## src/rtl/cache_pkg.sv

```systemverilog
// cache_pkg: shared types and constants for the data-cache port arbiter.
package cache_pkg;
    typedef enum logic [2:0] {S_IDLE, S_ISSUE, S_WAIT, S_DONE, S_DRAIN} state_e;
    localparam int XLEN = 32;
    localparam int F3W  = 3;
    localparam logic [F3W-1:0] FUNC3_LB  = 3'b000;
    localparam logic [F3W-1:0] FUNC3_LH  = 3'b001;
    localparam logic [F3W-1:0] FUNC3_LW  = 3'b010;
    localparam logic [F3W-1:0] FUNC3_LBU = 3'b100;
    localparam logic [F3W-1:0] FUNC3_LHU = 3'b101;
    localparam logic [F3W-1:0] FUNC3_SB  = 3'b000;
    localparam logic [F3W-1:0] FUNC3_SH  = 3'b001;
    localparam logic [F3W-1:0] FUNC3_SW  = 3'b010;
endpackage

```

## src/rtl/rr_pick2.sv

```systemverilog
// rr_pick2: two-way round-robin picker; on a tie the requester not served last wins.
module rr_pick2 (
    input  logic       clk,
    input  logic       reset,
    input  logic       fixed_prio,
    input  logic [1:0] req,
    input  logic       update,
    input  logic       served,
    output logic       pick
);
    logic last_q, last_d;
    always_comb begin
        last_d = update ? served : last_q;
        pick   = (&req) ? (!fixed_prio && !last_q) : req[1];
    end
    always_ff @(posedge clk or posedge reset) begin
        if (reset) last_q <= 1'b0;
        else       last_q <= last_d;
    end
endmodule

```

## src/rtl/cache_arbiter.sv

```systemverilog
// cache_arbiter: grants the cache port to one of two requesters and sequences
// issue / wait / completion, returning a one-cycle ack with data and error.
module cache_arbiter import cache_pkg::*; #(
    parameter int TIMEOUT    = 64,
    parameter bit FIXED_PRIO = 1'b0
) (
    input  logic            clk,
    input  logic            reset,
    input  logic            r0_req,
    input  logic [XLEN-1:0] r0_addr,
    input  logic [XLEN-1:0] r0_wdata,
    input  logic            r0_we,
    input  logic [F3W-1:0]  r0_func3,
    output logic            r0_ack,
    output logic [XLEN-1:0] r0_rdata,
    output logic            r0_err,
    input  logic            r1_req,
    input  logic [XLEN-1:0] r1_addr,
    input  logic [XLEN-1:0] r1_wdata,
    input  logic            r1_we,
    input  logic [F3W-1:0]  r1_func3,
    output logic            r1_ack,
    output logic [XLEN-1:0] r1_rdata,
    output logic            r1_err,
    output logic [XLEN-1:0] c_addr,
    output logic [XLEN-1:0] c_wdata,
    output logic [F3W-1:0]  c_func3,
    output logic            c_we,
    input  logic [XLEN-1:0] c_rdata,
    input  logic            c_hit,
    input  logic            c_busy
);
    localparam int CW = (TIMEOUT > 2) ? $clog2(TIMEOUT) : 1;
    localparam logic [CW-1:0] CNT_LAST = CW'(TIMEOUT - 1);
    state_e          state_q, state_d;
    logic            win_q, win_d, to_q, to_d, we_q, we_d, err_q, err_d, pick, upd;
    logic [CW-1:0]   cnt_q, cnt_d;
    logic [1:0]      ack_q, ack_d;
    logic [XLEN-1:0] addr_q, addr_d, wdata_q, wdata_d, rdata_q, rdata_d;
    logic [F3W-1:0]  f3_q, f3_d;
    rr_pick2 u_pick (
        .clk       (clk),
        .reset     (reset),
        .fixed_prio(FIXED_PRIO),
        .req       ({r1_req, r0_req}),
        .update    (upd),
        .served    (win_q),
        .pick      (pick)
    );
    always_comb begin
        state_d = state_q;
        win_d   = win_q;
        cnt_d   = cnt_q;
        to_d    = to_q;
        addr_d  = addr_q;
        wdata_d = wdata_q;
        f3_d    = f3_q;
        we_d    = 1'b0;
        ack_d   = '0;
        rdata_d = '0;
        err_d   = 1'b0;
        upd     = 1'b0;
        case (state_q)
            S_IDLE: if (r0_req || r1_req) begin
                win_d   = pick;
                addr_d  = pick ? r1_addr  : r0_addr;
                wdata_d = pick ? r1_wdata : r0_wdata;
                f3_d    = pick ? r1_func3 : r0_func3;
                we_d    = pick ? r1_we    : r0_we;
                state_d = S_ISSUE;
            end
            S_ISSUE: begin
                cnt_d   = '0;
                state_d = S_WAIT;
            end
            // A rejected access (busy low, hit low) and a timeout both complete with error.
            S_WAIT: if (!c_busy || cnt_q == CNT_LAST) begin
                ack_d[win_q] = 1'b1;
                rdata_d      = (!c_busy && c_hit) ? c_rdata : '0;
                err_d        = c_busy || !c_hit;
                to_d         = c_busy;
                state_d      = S_DONE;
            end else begin
                cnt_d = cnt_q + 1'b1;
            end
            S_DONE: begin
                upd     = 1'b1;
                state_d = to_q ? S_DRAIN : S_IDLE;
            end
            S_DRAIN: state_d = c_busy ? S_DRAIN : S_IDLE;
            default: state_d = S_IDLE;
        endcase
    end
    always_ff @(posedge clk or posedge reset) begin
        if (reset) begin
            state_q <= S_IDLE;
            win_q   <= 1'b0;
            cnt_q   <= '0;
            to_q    <= 1'b0;
            addr_q  <= '0;
            wdata_q <= '0;
            f3_q    <= '0;
            we_q    <= 1'b0;
            ack_q   <= '0;
            rdata_q <= '0;
            err_q   <= 1'b0;
        end else begin
            state_q <= state_d;
            win_q   <= win_d;
            cnt_q   <= cnt_d;
            to_q    <= to_d;
            addr_q  <= addr_d;
            wdata_q <= wdata_d;
            f3_q    <= f3_d;
            we_q    <= we_d;
            ack_q   <= ack_d;
            rdata_q <= rdata_d;
            err_q   <= err_d;
        end
    end
    assign c_addr   = addr_q;
    assign c_wdata  = wdata_q;
    assign c_func3  = f3_q;
    assign c_we     = we_q;
    assign r0_ack   = ack_q[0];
    assign r1_ack   = ack_q[1];
    assign r0_rdata = ack_q[0] ? rdata_q : '0;
    assign r1_rdata = ack_q[1] ? rdata_q : '0;
    assign r0_err   = ack_q[0] && err_q;
    assign r1_err   = ack_q[1] && err_q;
endmodule

```

## config.mk

```make
export PLATFORM = sky130hd
export DESIGN_NAME = cache_arbiter
export DESIGN_NICKNAME = d
export VERILOG_FILES = /design/src/rtl/cache_pkg.sv /design/src/rtl/rr_pick2.sv /design/src/rtl/cache_arbiter.sv
export SDC_FILE = /design/constraint.sdc
export NUM_CORES = 1
export LEC_CHECK = 0
export CORE_UTILIZATION = 38
export DETAILED_ROUTE_END_ITERATION = 8
export HOLD_SLACK_MARGIN = 0.05
export PLACE_DENSITY = 0.8
export RECOVER_POWER = 25
export SYNTH_ARGS = -nofsm -noshare
export SYNTH_HDL_FRONTEND = slang
export SYNTH_SLANG_ARGS = --single-unit
```

## constraint.sdc

```tcl
create_clock -name clk -period 4.38 [get_ports clk]
set_input_delay 0.876 -clock clk [delete_from_list [all_inputs] [get_ports clk]]
set_output_delay 0.876 -clock clk [all_outputs]
set_load 0.02 [all_outputs]
```

# Yosys cells after proc, flatten, opt, wreduce, memory -nomap -nowiden
# Index checks and enable logic that the tools add are counted.
# op_classes
n_reduce_logical,17
shifts,0
n_bitwise,0
eq_ne,8
muxes,26
mul,0
div_mod_pow,0
addsub,1
order_cmp,2
# ops
op,n
$mux 32,7
$mux 3,5
$pmux 3 s5,1
$pmux 6 s2,1
$reduce_and 2->1,5
$mux 1,8
$add 6x1->6 const B,1
$eq 3x2->1 const B,2
$eq 6x6->1 const B,1
$mux 6,1
$ne 2x2->1 const B,3
$logic_and 1x1->1,4
$mux 2,2
$eq 3x1->1 const B,1
$eq 3x3->1 const B,1
$logic_not 1->1,3
$logic_not 3->1,1
$logic_or 1x1->1,3
$lt 1x2->1 const B,1
$reduce_bool 2->1,1
$demux 1 s1,1
$ge 1x1->1 const B,1
# totals
latch_bits,0
wordCells,66
mem_bits_ro,0
mem_bits_rw,0
mem_count,0
output_inout_bits,136
input_bits,174
register_bits,115

# Longest topological paths before layout
# Gate-level depths: netlist of the first run.
# depth
word_depth,6
mapped_depth,7
depth_no_buf,5

# Hierarchy
# A second synthesis of the first run with hierarchy kept.
# unflattened
cells_unflattened,500
hier_area_um2,5272.6
# by_module_without_submodules
mod,area_per_inst_um2,n_inst,seq_area_each_um2,cells_each
cache_arbiter,5217.5,1,2852.7,495
rr_pick2,55.1,1,25.0,5

# Worst setup path after synthesis of the first run
# OpenSTA, ideal clock, no wires.
# synth_path
kind,register -> output
start,reg ack_q[0]
end,out r0_rdata[10]
path_stages_with_launch,3
path_slack_ns,2.536
arrival_ns,0.968
n_path_buf,1
required_ns,3.504
cell_sequence,dfrtp_1 > clkbuf_1 > and2_1
# synth_via
elab_chain_len,1
# synth_rtl
element,line_no,source
start: declaration,cache_arbiter.sv:38,"logic [1:0] ack_q, ack_d;"
start signal: assignment,cache_arbiter.sv:116,ack_q <= ack_d;
$mux 32,cache_arbiter.sv:127,assign r0_rdata = ack_q[0] ? rdata_q : '0;
end: declaration,cache_arbiter.sv:15,"output logic [XLEN-1:0] r0_rdata,"
# No other way between the ends.

# Worst setup path after layout of the first run
# layout_path
start,reg ack_q[1]
end,out r1_rdata[9]
# layout_via
elab_chain_len,1
# layout_rtl
element,line_no,source
$mux 32,cache_arbiter.sv:128,assign r1_rdata = ack_q[1] ? rdata_q : '0;
end: declaration,cache_arbiter.sv:23,"output logic [XLEN-1:0] r1_rdata,"
# No other way between the ends.

==> impl_metrics.tcl, run 1 <==
set metrics [dict create \
    netlist.area_leader.share 0.544 \
    dp_hpwl_um 12100 \
    synth_edf_count 0 \
    hold_viol_final 0 \
    cpMaxStageDelayCell "dfrtp_1" \
    syn2layout_area_growth_pct 71.9 \
    vdd_drop_max_v 0.000344 \
    wl_um 16000 \
    synth_common_cells "115 x dfrtp_1, 98 x and2_1, 76 x nand2_1, 70 x mux2i_1, 61 x o21ai_1" \
    slowest_delay_ns 0.82 \
    grt_pass1_vias 4997 \
    synth.most_common_cell "dfrtp_1" \
    use_met3 0.0875 \
    setup_viol 0 \
    synth_ff_type "dfrtp_1" \
    cts_hold_buf 0 \
    grt_pass1_wl_um 24800 \
    drt_iter0_drc 172 \
    clock-sinks 115 \
    pwr-share-comb 0.407 \
    ys_seq_elements 115 \
    final_cell_count_no_fill 995 \
    ios 310 \
    port_buffers 309 \
    netlist_instances 506 \
    via_per_inst 4.76 \
    place_area_mm2 0.00854 \
    p_int_w 0.00328 \
    sw_frac_of_total 0.357 \
    cts_buffer_depth 2 \
    antenna_found_initial 0 \
    worst_pin_slew_ns 1.02 \
    postCtsSetupBuffers 0 \
    relSlewSlack 0.319 \
    rows 42 \
    period_share 0.680 \
    ys_seq_area_frac 0.544 \
    fillCellCount 1009 \
    clk_pin_slew_ns 0.05 \
    firstDrtPassIters 4 \
    vias 4739 \
    dieArea_mm2 0.0144 \
    grt_overflow 0 \
    worstPathRequired_ns 3.50 \
    maxCapViolCount 0 \
    clock.fmax_mhz 336 \
    power_frac_seq 0.333 \
    cp-end-kind "output port" \
    power_density_mw_per_mm2 561 \
    cts_resized 0 \
    core_mm2 0.0134 \
    crit_path_start_kind "register" \
    slew_viol_final 0 \
    p_sw_w 0.00182 \
    place_congestion 0.789 \
    use_met2 0.413 \
    worstSkewPairLatency_ns 0.40 \
    worst_slack_ns 1.40 \
    n_antenna_cell 0 \
    hold_class "reg2reg" \
    root_buffer "clkbuf_16" \
    layout.nets 981 \
    ant_nets 0 \
    p_leak_nw 4.00 \
    drive_gt1_frac 0.0476 \
    drc 0 \
    ys_types 35 \
    busiest_layer "met2" \
    start_util 0.395 \
    yosysWarnings 0 \
    dp_slack_ns 1.41 \
    path_max_fanout 34 \
    die_y_um 120 \
    rsz0062_at_grt "false" \
    synth_area_leaders "dfrtp_1 54%, mux2i_1 13%, and2_1 12%" \
    wl_per_cell_um 16.1 \
    critPathBufInv 1 \
    yosysTopAreaCell "dfrtp_1" \
    die_width_um 120 \
    crit_type "reg2out" \
    status "completed" \
    netlist_area_mm2 0.00529 \
    crit_family "flip-flops" \
    clockPowerShare 0.260 \
    fin_skew_ns 0.00680 \
    place_inst 963 \
    async_reset_ff_frac 1.00 \
    grt_use_met1 0.224 \
    synth_area_per_cell_um2 10.5 \
    arrival_ns 2.10 \
    grt_usage 0.226 \
    synth.net_count 681 \
    grt_max_degree 80 \
    setup-tns-final_ns 0 \
    cts-buffers-inserted 17 \
    cts_tree "done" \
    stdcell_area_mm2 0.00910 \
    h-tree-depth 4 \
    fin_crit_ns 2.98 \
    crit_chain "and2_1 > clkdlybuf4s50_1" \
]
-- power by group through the flow --
stage | logic (W) | clock network (W) | registers, W
after floorplan | 0.000768 | 0 | 0.00201
after global placement | 0.00205 | 0 | 0.00169
after detailed placement | 0.00210 | 0 | 0.00171
after CTS | 0.00212 | 0.00136 | 0.00170
after global routing | 0.00224 | 0.00141 | 0.00175
final | 0.00208 | 0.00133 | 0.00170
-- metrics by stage --
stage | hold WS, ns | utilization | power [W]
after floorplan | 0.403 | - | 0.00278
after global placement | 0.415 | 0.637 | 0.00374
after detailed placement | 0.420 | 0.637 | 0.00381
after CTS | 0.441 | 0.680 | 0.00518
after global routing | 0.461 | 0.679 | 0.00540
final | 0.436 | 0.679 | 0.00511
-- path summary, 6_finish.rpt --
kind / from / endpoint / slack [ns] / depth (start not counted)
worst max-delay path: ack_q[1] / r1_rdata[9] / 1.40 / 2
worst min-delay path: win_q / ack_q[0] / 0.44 / 1
worst max register to register: state_q[0] / rdata_q[1] / 2.26 / 5
worst min register to register: win_q / ack_q[0] / 0.44 / 1
max in group asynchronous: reset / c_addr[6] / 2.46 / 3
min in group asynchronous: reset / c_addr[23] / 1.14 / 2
-- registers in the layout, summed over array words and instances (netlist names) --
| name | cells |
|---|---|
| c_func3 | 3 |
| to_q | 1 |
| c_we | 1 |
| c_wdata | 32 |
| err_q | 1 |
| rdata_q | 32 |
| cnt_q | 6 |
| u_pick.last_q | 1 |
| ack_q | 2 |
| state_q | 3 |
| win_q | 1 |
| c_addr | 32 |
-- per-layer routing --
layer	share of wire	wire, um
met3	0.087	1400
met4	0.030	476
met5	0	0
met2	0.53	8510
met1	0.35	5650
-- cell families (layout without fill, tap and decap cells) --
family                   after synthesis  in the layout  share of synthesized area
multiplexers                          70             70                      0.132
flip-flops                           115            115                      0.544
buffers and inverters                 37            350                     0.0338
XOR/XNOR                               1              1                    0.00166
adder cells (fa/ha/maj)                1              1                    0.00236
AND/OR/NAND/NOR                      197            197                      0.199
AO/OA/AOI/OAI                         85             85                     0.0870
-- cell type report --
type                            instances  area (um^2)  share of cell area
Tap cell                              176          220              0.0242
Sequential cell                       115         2880               0.316
Inverter                                4         17.5             0.00193
Multi-Input combinational cell        354         2250               0.247
Timing Repair Buffer                  314         3160               0.348
Clock inverter                         10          108              0.0118
Clock buffer                           22          464              0.0510
-- cell usage in the layout (no fill, tap or decap), types with 2 or more instances in the layout --
cell | Yosys | final
nand2_1 | 76 | 76
nor2_1 | 6 | 6
mux2i_1 | 70 | 70
a21o_1 | 2 | 2
and3_1 | 2 | 2
dfrtp_1 | 115 | 115
o21ai_0 | 11 | 11
and2_1 | 98 | 97
clkinvlp_4 | 0 | 3
nor3b_1 | 2 | 3
inv_1 | 4 | 3
nand3_1 | 4 | 4
o2bb2ai_1 | 2 | 2
o21ai_1 | 61 | 61
clkbuf_16 | 0 | 17
clkdlybuf4s50_1 | 0 | 307
and2_0 | 0 | 2
clkinv_2 | 0 | 5
a21oi_1 | 2 | 2
bufinv_16 | 0 | 2
buf_12 | 0 | 3
clkbuf_8 | 0 | 2
dlygate4sd3_1 | 0 | 2
clkbuf_1 | 16 | 4
(Power assumes the default switching activity.)
==> run 2: changes to the inputs <==
clock period = 3 ns   (was 4.38 ns; I/O delays follow)
==> impl_metrics.tcl, run 2 (synthesis results as in run 1) <==
set metrics [dict create \
    dp_hpwl_um 12300 \
    layout.nets 986 \
    worst_pin_slew_ns 1.09 \
    pwr-share-comb 0.408 \
    arrival_ns 1.83 \
    clock-sinks 115 \
    hold_viol_final 0 \
    worstPathRequired_ns 2.40 \
    core_mm2 0.0134 \
    wl_um 16000 \
    worstSkewPairLatency_ns 0.41 \
    final_common_cell "clkdlybuf4s50_1" \
    wl_met2_um 8440 \
    p_int_w 0.00489 \
    p_sw_w 0.00264 \
    syn2layout_area_growth_pct 72.9 \
    ios 310 \
    firstDrtPassIters 4 \
    setup-tns-final_ns 0 \
    fin_skew_ns 0.00741 \
    slew_viol_final 0 \
    p_leak_nw 4.04 \
    postCtsSetupBuffers 0 \
    crit_path_start_kind "register" \
    root_buffer "clkbuf_16" \
    crit_type "reg2out" \
    rsz0062_at_grt "false" \
    setup_viol 0 \
    wl_per_cell_um 16.0 \
    vdd_drop_max_v 0.000453 \
    clockPowerShare 0.270 \
    place_congestion 0.794 \
    drive_gt1_frac 0.0546 \
    layout_common_cells "307 x clkdlybuf4s50_1, 115 x dfrtp_1, 98 x and2_1, 76 x nand2_1, 70 x mux2i_1" \
    cp-end-kind "output port" \
    grt_overflow 0 \
    power_density_mw_per_mm2 823 \
    dieArea_mm2 0.0144 \
    h-tree-depth 4 \
    n_antenna_cell 0 \
    clk_pin_slew_ns 0.05 \
    status "completed" \
    wirelength_met1_um 5740 \
    rows 42 \
    vias 4758 \
    grt_pass1_vias 4997 \
    cts_buffer_depth 2 \
    path_max_fanout 34 \
    cts_hold_buf 0 \
    highest_layer "met4" \
    fin_crit_ns 2.43 \
    hold_slack_ns 0.441 \
    power_frac_seq 0.322 \
    die_width_um 120 \
    drt_iter0_drc 147 \
    start_util 0.395 \
    grt_pass1_wl_um 25300 \
    maxCapViolCount 0 \
    via_per_inst 4.76 \
    met3_length_um 1370 \
    drc 0 \
    cts_resized 0 \
    place_inst 968 \
    grt_usage 0.231 \
    final_cell_count_no_fill 1000 \
    clock.fmax_mhz 412 \
    relSlewSlack 0.267 \
    hold_class "reg2reg" \
    port_buffers 309 \
    ant_nets 0 \
    die_y_um 120 \
    period_share 0.808 \
    grt_max_degree 90 \
    cts-buffers-inserted 17 \
    sw_frac_of_total 0.351 \
    antenna_found_initial 0 \
    cts_tree "done" \
]
==> run 2: changes by cell type in the layout (fill, tap and decap cells not counted), sizes merged <==
cell      previous run  this run
buf                  4         7
bufinv               2         3
clkbuf              23        25
clkinv               5         6
clkinvlp             3         2
inv                  4         3
==> run 2: power by group through the flow <==
stage                     sequential, W  combinational, W  clock, W
after CTS                       0.00243           0.00312   0.00207
after global placement          0.00241           0.00302         0
after floorplan                 0.00294           0.00112         0
after detailed placement        0.00245           0.00311         0
after global routing            0.00250           0.00332   0.00214
final                           0.00243           0.00307   0.00203
==> run 2: worst paths after layout <==
kind	startpoint	end	slack, ns	cells after the start
min reg2reg	win_q	ack_q[0]	0.44	1
min	win_q	ack_q[0]	0.44	1
max reg2reg	cnt_q[0]	cnt_q[2]	1.41	5
min in group asynchronous	reset	c_wdata[9]	0.84	2
max in group asynchronous	reset	c_addr[22]	0.68	3
max	ack_q[1]	r1_rdata[2]	0.57	3
==> run 2: layout make-up <==
cell class                      count  area (um^2)
Clock buffer                       22          464
Clock inverter                     10          131
Timing Repair Buffer              319         3190
Multi-Input combinational cell    354         2250
Fill cell                        1048         4250
Tap cell                          176          220
Inverter                            4         16.3
Sequential cell                   115         2880
==> run 2: through the flow <==
step	setup slack [ns]	power, W	instance area, um^2	util
3_3_place_gp	0.748	0.00544	8580	0.640
5_1_grt	0.313	0.00796	9150	0.683
2_1_floorplan	1.00	0.00406	5300	-
4_1_cts	0.541	0.00763	9170	0.684
3_5_place_dp	0.666	0.00556	8580	0.640
6_report	0.575	0.00753	9150	0.683
==> run 2: critical path: stages, from the launching register on <==
cell and delay [ns]:
dfrtp_1 0.32, buf_4 0.26, and2_1 0.20, clkdlybuf4s50_1 0.62
==> run 2: routing by layer <==
| layer | up-vias | GRT usage |
|---|---|---|
| li1 | 2295 | - |
| met1 | 2217 | 0.240 |
| met2 | 214 | 0.413 |
| met3 | 32 | 0.0860 |
| met4 | 0 | 0.104 |
| met5 | - | 0 |
